[config.mk]
export PLATFORM = sky130hd
export DESIGN_NAME = mult_div_unit
export DESIGN_NICKNAME = d
export VERILOG_FILES = /design/src/rtl/mult_div_unit.sv
export SDC_FILE = /design/constraint.sdc
export NUM_CORES = 2
export LEC_CHECK = 0
export CAP_MARGIN = 0
export CORE_UTILIZATION = 60
export DETAILED_ROUTE_END_ITERATION = 16
export PLACE_DENSITY = 0.83
export SYNTH_ARGS = -nofsm -noshare
export SYNTH_HDL_FRONTEND = slang
export SYNTH_SLANG_ARGS = --single-unit
[constraint.sdc]
create_clock -name clk -period 13.65 [get_ports clk]
set_input_delay 2.73 -clock clk [delete_from_list [all_inputs] [get_ports clk]]
set_output_delay 2.73 -clock clk [all_outputs]
set_load 0.005 [all_outputs]
[src/rtl/mult_div_unit.sv]
// Multi-cycle multiply/divide engine for the EXE stage.
// Produces {HI,LO} for MULT/MULTU/DIV/DIVU with a one-cycle finish strobe;
// busy_o stalls the pipeline while an operation is in flight.
module mult_div_unit #(
   parameter int DATA_W  = 32,
   parameter int MUL_LAT = 2
) (
   input  logic              clk,
   input  logic              rst,
   input  logic              start_i,
   input  logic [1:0]        op_i,
   input  logic [DATA_W-1:0] src_a_i,
   input  logic [DATA_W-1:0] src_b_i,
   input  logic              flush_i,
   output logic              busy_o,
   output logic              finish_o,
   output logic [DATA_W-1:0] hi_o,
   output logic [DATA_W-1:0] lo_o
);

   localparam int PW      = 2 * DATA_W;
   localparam int CNT_MAX = (DATA_W > MUL_LAT) ? DATA_W : MUL_LAT;
   localparam int CNT_W   = $clog2(CNT_MAX + 1);
   localparam logic [CNT_W-1:0] MUL_LAST = CNT_W'(MUL_LAT - 1);
   localparam logic [CNT_W-1:0] DIV_LAST = CNT_W'(DATA_W - 1);

   typedef enum logic [1:0] {IDLE, MUL, DIV, DONE} state_t;

   state_t            state_q, state_d;
   logic [CNT_W-1:0]  cnt_q;
   logic              accept, mul_last, div_last;

   // multiplier signals
   logic signed [DATA_W:0] mul_a, mul_b;
   logic [PW-1:0]          mul_full;
   logic [MUL_LAT*PW-1:0]  prod_q;
   logic [PW-1:0]          prod_out;

   // divider signals
   logic              div_signed;
   logic [DATA_W-1:0] a_mag, b_mag;
   logic [DATA_W-1:0] quo_q, rem_q, den_q;
   logic              neg_quo_q, neg_rem_q;
   logic [DATA_W:0]   rem_sh;
   logic [DATA_W-1:0] rem_diff;
   logic              rem_ge;
   logic [DATA_W-1:0] quo_nx, rem_nx, quo_fin, rem_fin;

   assign accept   = start_i & ~flush_i & (state_q == IDLE);
   assign mul_last = (state_q == MUL) & (cnt_q == MUL_LAST);
   assign div_last = (state_q == DIV) & (cnt_q == DIV_LAST);

   // state register
   always_ff @(posedge clk) begin
      if (rst) state_q <= IDLE;
      else     state_q <= state_d;
   end

   // next-state logic, stall request and finish strobe
   always_comb begin
      state_d  = state_q;
      busy_o   = 1'b0;
      finish_o = 1'b0;
      case (state_q)
         IDLE: begin
            busy_o = accept;
            if (accept) state_d = op_i[1] ? DIV : MUL;
         end
         MUL: begin
            busy_o = 1'b1;
            if (flush_i)       state_d = IDLE;
            else if (mul_last) state_d = DONE;
         end
         DIV: begin
            busy_o = 1'b1;
            if (flush_i)       state_d = IDLE;
            else if (div_last) state_d = DONE;
         end
         DONE: begin
            finish_o = ~flush_i;
            state_d  = IDLE;
         end
         default: state_d = IDLE;
      endcase
   end

   // iteration counter, cleared whenever the FSM leaves or is outside MUL/DIV
   always_ff @(posedge clk) begin
      if (rst)
         cnt_q <= '0;
      else if ((state_q == MUL || state_q == DIV) && state_d == state_q)
         cnt_q <= cnt_q + 1'b1;
      else
         cnt_q <= '0;
   end

   // product of the live inputs; the chain below carries the accepting-cycle
   // value forward so later input changes cannot reach the result
   always_comb begin
      mul_a    = {~op_i[0] & src_a_i[DATA_W-1], src_a_i};
      mul_b    = {~op_i[0] & src_b_i[DATA_W-1], src_b_i};
      mul_full = PW'(mul_a) * PW'(mul_b);
   end

   if (MUL_LAT == 1) begin : g_chain1
      // single product register
      always_ff @(posedge clk) begin
         if (rst) prod_q <= '0;
         else     prod_q <= mul_full;
      end
   end else begin : g_chain_n
      // free-running product shift chain, MUL_LAT stages deep
      always_ff @(posedge clk) begin
         if (rst) prod_q <= '0;
         else     prod_q <= {prod_q[(MUL_LAT-1)*PW-1:0], mul_full};
      end
   end

   assign prod_out = prod_q[MUL_LAT*PW-1 -: PW];

   // operand magnitudes and one restoring-division step
   always_comb begin
      div_signed = ~op_i[0];
      a_mag      = (div_signed & src_a_i[DATA_W-1]) ? -src_a_i : src_a_i;
      b_mag      = (div_signed & src_b_i[DATA_W-1]) ? -src_b_i : src_b_i;
      rem_sh     = {rem_q, quo_q[DATA_W-1]};
      rem_ge     = rem_sh >= {1'b0, den_q};
      rem_diff   = rem_sh[DATA_W-1:0] - den_q;
      rem_nx     = rem_ge ? rem_diff : rem_sh[DATA_W-1:0];
      quo_nx     = {quo_q[DATA_W-2:0], rem_ge};
      quo_fin    = neg_quo_q ? -quo_nx : quo_nx;
      rem_fin    = neg_rem_q ? -rem_nx : rem_nx;
   end

   // divider state and HI/LO result registers
   always_ff @(posedge clk) begin
      if (rst) begin
         quo_q     <= '0;
         rem_q     <= '0;
         den_q     <= '0;
         neg_quo_q <= 1'b0;
         neg_rem_q <= 1'b0;
         hi_o      <= '0;
         lo_o      <= '0;
      end else begin
         if (accept) begin
            quo_q     <= a_mag;
            rem_q     <= '0;
            den_q     <= b_mag;
            neg_quo_q <= div_signed & (src_a_i[DATA_W-1] ^ src_b_i[DATA_W-1]);
            neg_rem_q <= div_signed & src_a_i[DATA_W-1];
         end else if (state_q == DIV) begin
            quo_q <= quo_nx;
            rem_q <= rem_nx;
         end
         if (mul_last & ~flush_i) begin
            hi_o <= prod_out[PW-1:DATA_W];
            lo_o <= prod_out[DATA_W-1:0];
         end else if (div_last & ~flush_i) begin
            hi_o <= rem_fin;
            lo_o <= quo_fin;
         end
      end
   end

endmodule

# After elaboration in Yosys (flattened, before gate mapping)
# Index checks and enable logic that the tools add are counted.
[word_totals]
ff_bits = 298
latchBits = 0
ramBits = 0
mem_bits_ro = 0
in_bits = 70
out_inout_bits = 66
n_memories = 0
[classes]
add_sub_neg = 6
mul = 1
div_mod_pow = 0
n_lt_le_gt_ge = 1
n_eq_ne = 6
shifts = 0
muxes = 20
bitwise = 13
reduce_logical = 8
[ops]
columns = ["operator", "count"]
rows = [
  ["$mux W32", 11],
  ["$neg A32 Y32", 4],
  ["$mul A33 B33 Y64", 1],
  ["$ge A33 B32 Y1", 1],
  ["$sub A32 B32 Y32", 1],
  ["$mux W2", 6],
  ["$and A1 B1 Y1", 9],
  ["$pmux W2 S4", 1],
  ["$add A6 B1 Y6 const B", 1],
  ["$eq A6 B1 Y1 const B", 1],
  ["$eq A6 B5 Y1 const B", 1],
  ["$reduce_or A2 Y1", 3],
  ["$eq A2 B2 Y1 const B", 2],
  ["$reduce_bool A2 Y1", 2],
  ["$not A1 Y1", 3],
  ["$eq A2 B1 Y1 const B", 1],
  ["$eq A2 B2 Y1", 1],
  ["$logic_not A2 Y1", 1],
  ["$pmux W1 S2", 1],
  ["$logic_and A1 B1 Y1", 1],
  ["$logic_or A1 B1 Y1", 1],
  ["$mux W1", 1],
  ["$xor A1 B1 Y1", 1],
]

# Longest topological paths before layout
[depth]
ltp_word = 9
ltp_mapped = 34

# Least setup slack after synthesis
# OpenSTA, ideal clock, no wires.
[synth_timing]
path_kind = "input -> register"
start = "input src_a_i[31]"
end = "register prod_q[60]"
setup_ps = 128
arrival_time_ps = 10897
setup_slack_ps = 2625
path_stages = 30
cell_sequence = "nor2b_1 > clkbuf_1 > clkbuf_1 > buf_1 > nand2_1 > inv_1 > fa_1 > fa_1 > fa_1 > inv_1 > fa_1 > inv_1 > fa_1 > fa_1 > inv_1 > fa_1 > fa_1 > inv_1 > ha_1 > clkbuf_1 > a21o_1 > a21o_1 > a21o_1 > a21o_1 > a21o_1 > nor2b_1 > or4_1 > o22ai_1 > xnor2_1 > nor2_1"
[synth_between]
elab_chain_cells = 2
[synth_lines]
columns = ["item", "line", "source"]
rows = [
  ["start: declaration", "12", "input logic [DATA_W-1:0] src_a_i,"],
  ["$and A1 B1 Y1", "100", "mul_a = {~op_i[0] & src_a_i[DATA_W-1], src_a_i};"],
  ["$mul A33 B33 Y64 (*)", "102", "mul_full = PW'(mul_a) * PW'(mul_b);"],
  ["end signal: assignment", "115", "else prod_q <= {prod_q[(MUL_LAT-1)*PW-1:0], mul_full};"],
  ["end: declaration", "36", "logic [MUL_LAT*PW-1:0] prod_q;"],
]
# Every way passes the cells marked *; elsewhere a longest branch is shown, timed or not.
# A chain may end at the register's enable or synchronous reset.

# Worst setup path after layout
[layout_timing]
start = "input src_b_i[9]"
end = "register prod_q[63]"
[layout_between]
elab_chain_cells = 1
[layout_lines]
columns = ["item", "line", "source"]
rows = [
  ["start: declaration", "13", "input logic [DATA_W-1:0] src_b_i,"],
  ["$mul A33 B33 Y64", "102", ""],
]
# Every way passes these cells.

==> metrics.yaml <==
post-route-period-util_pct: 88.46
drc: 0
die_area_um2: 90130
clk_latency_ns: 0.56
period_needed_ns: 12.08
die_w_um: 300.2
syn-num-nets: 7488
grt_overflow: 0
cp_common_cell: "fa_1"
synth.top_cell.area_share_pct: 42.24
io_buffers: 135
synthCells: 6036
cts.htree.levels: 1
fin_skew_ns: 0.02217
antenna_found_initial: 6
max_stage_delay_ns: 1.32
crit_start: "src_b_i[9]"
fin_area_um2: 56380
max_cap_violations: 0
vias_per_cell: 5.887
syn_avg_cell_area_um2: 8.840
clk_path_buf_depth: 3
drtIter0Drc: 4056
startpoint_type: "input pin"
cts_setup_buffers: 0
status: "complete, no violations"
coreArea_um2: 88240
r2r_start: "den_q[13]$_SDFFE_PP0P_"
start_util_pct: 60.47
yosysSeqAreaShare_pct: 11.18
synth.cell_area_um2: 53360
synth-main-ff-cell: "dfxtp_1"
cts_resized: 0
grt_max_degree: 104
synth_async_sr_flop_share_pct: 0
die_h_um: 300.2
slew-limit-headroom_pct: 1.895
cts.hold.buffers_added: 0
antenna_left: 0
place_area_um2: 55480
nets: 7360
drive_gt1_share_pct: 3.426
grt_pass1_wl_mm: 244.4
gp_congestion: 0.9830
first_pass_iters: 6
syn2layout_area_growth_pct: 5.656
synth_top_cells_by_count: "inv_1 (1,162), fa_1 (1,126), nand2_1 (839)"
synth-seq-cells: 298
rsz0062_at_grt: "false"
crit_fanout: 22
hold_depth: 1
cts_tree: "built"
hold_viol: 0
crit_type: "input pin to register"
synth.most_common_cell: "inv_1"
dp_hpwl_mm: 120.7
num_vias: 41800
cts_buffers: 27
r2r_setup_slack_ns: 8.36
wl_per_cell_um: 21.84
drt_wl_total_mm: 155.0
min_from: "prod_q[25]$_SDFF_PP0_"
placementRows: 109
cts.clk_slew.worst_paths_ns: 0.07
clock_sinks: 298
io_pins: 136
worst_pin_slew_ns: 1.467
synth_top_cell_by_area: "fa_1"
fmax_mhz: 82.82
r2r_cells: 15
yosysWarnings: 0
grt_usage_pct: 35.15
tns_ns: 0
cpMaxStageDelayCell: "clkdlybuf4s50_1"
maxSlewViolCount: 0
synth_area_leaders: "fa_1 (42%), dfxtp_1 (11%), inv_1 (8.2%), ha_1 (6.0%), nand2_1 (5.9%)"
grt_pass1_vias: 43890
crit_required_ns: 14.06
setup_viol: 0
clock-root-buffer: "clkbuf_16"
hold_path_class: "register to register"
arrival_ns: 12.48
end_kind: "register"
synth-edff-count: 0
synthDistinctLibCells: 88
-- state kept, by name, summed over array words and instances (netlist names) --
register   cells
prod_q       128
den_q         32
hi_o          32
lo_o          32
quo_q         32
rem_q         32
cnt_q          6
state_q        2
neg_quo_q      1
neg_rem_q      1
-- through the flow --
stage | cells | setup WS (ns) | util, % | hold WS (ns)
global route | 7094 | 1.235 | 63.88 | 0.4459
floorplan | 6036 | 2.625 | - | 0.4138
global placement | 7044 | 1.239 | 62.87 | 0.4151
finish | 7100 | 1.575 | 63.89 | 0.4335
CTS | 7091 | 1.772 | 63.87 | 0.4350
detailed placement | 7044 | 1.159 | 62.87 | 0.4226
-- cell families (layout without fill, tap and decap cells) --
logic type                 after synthesis  after routing  share of synthesized area [%]
adders and majority gates             1382           1382                          48.25
and+or+nand+nor                       1846           1846                          16.37
muxes                                   69             69                          1.306
buffers and inverters                 1568           1458                          11.14
other                                    0              9                              0
DFF                                    298            298                          11.18
AOI/OAI and AO/OA                      658            658                          8.226
xor gates and xnor gates               215            215                          3.529
-- metal layers --
metal	global-route usage (%)	up-vias	share of wire (%)
met1	47.17	20780	38
met5	0.3704	-	0.043
met3	9.090	486	13
met4	16.25	6	5.2
met2	53.58	2485	44
li1	-	18040	-
-- worst max-delay path, delay by kind of cell --
| family | cells | cell delay, ns |
|---|---|---|
| compound gates | 7 | 2.36 |
| fa+ha+maj | 9 | 4.51 |
| simple gates | 4 | 0.67 |
| buf+inv | 7 | 1.94 |
| xor+xnor | 1 | 0.22 |
-- layout make-up --
| type | instances | area [µm²] |
|---|---|---|
| fillers | 6975 | 31860 |
| well taps | 1165 | 1458 |
| diodes | 9 | 22.52 |
| multi-input cells | 4170 | 41490 |
| clock buffers | 33 | 738.2 |
| repair buffers | 246 | 2188 |
| flip-flops and latches | 298 | 5966 |
| inverters | 1165 | 4373 |
| clock inverters | 14 | 141.4 |
-- cell usage in the layout (no fill, tap or decap), drive strengths merged, types with 12 or more instances in the layout --
cell,instances
a211oi,94
a21o,54
a21oi,180
a311oi,13
a31oi,20
and2,399
and3,12
buf,111
clkbuf,34
clkdlybuf4s50,134
dfxtp,298
fa,1126
ha,256
inv,1165
mux2i,64
nand2,842
nand2b,22
nand3,36
nand4,27
nor2,304
nor2b,86
nor3,29
nor4,19
o211ai,16
o21a,14
o21ai,112
o221ai,43
o31ai,25
o41ai,17
or3,20
or4,18
xnor2,127
xor2,88
-- path summary, 6_finish.rpt --
check / to
hold / removal: prod_q[89]$_SDFF_PP0_
setup / recovery: prod_q[63]$_SDFF_PP0_
setup reg to reg: hi_o[24]$_SDFFE_PP0P_
hold reg to reg: prod_q[89]$_SDFF_PP0_
Power is not shown: default switching activity piles up to over one toggle a cycle in this logic, so the estimate is an artifact.
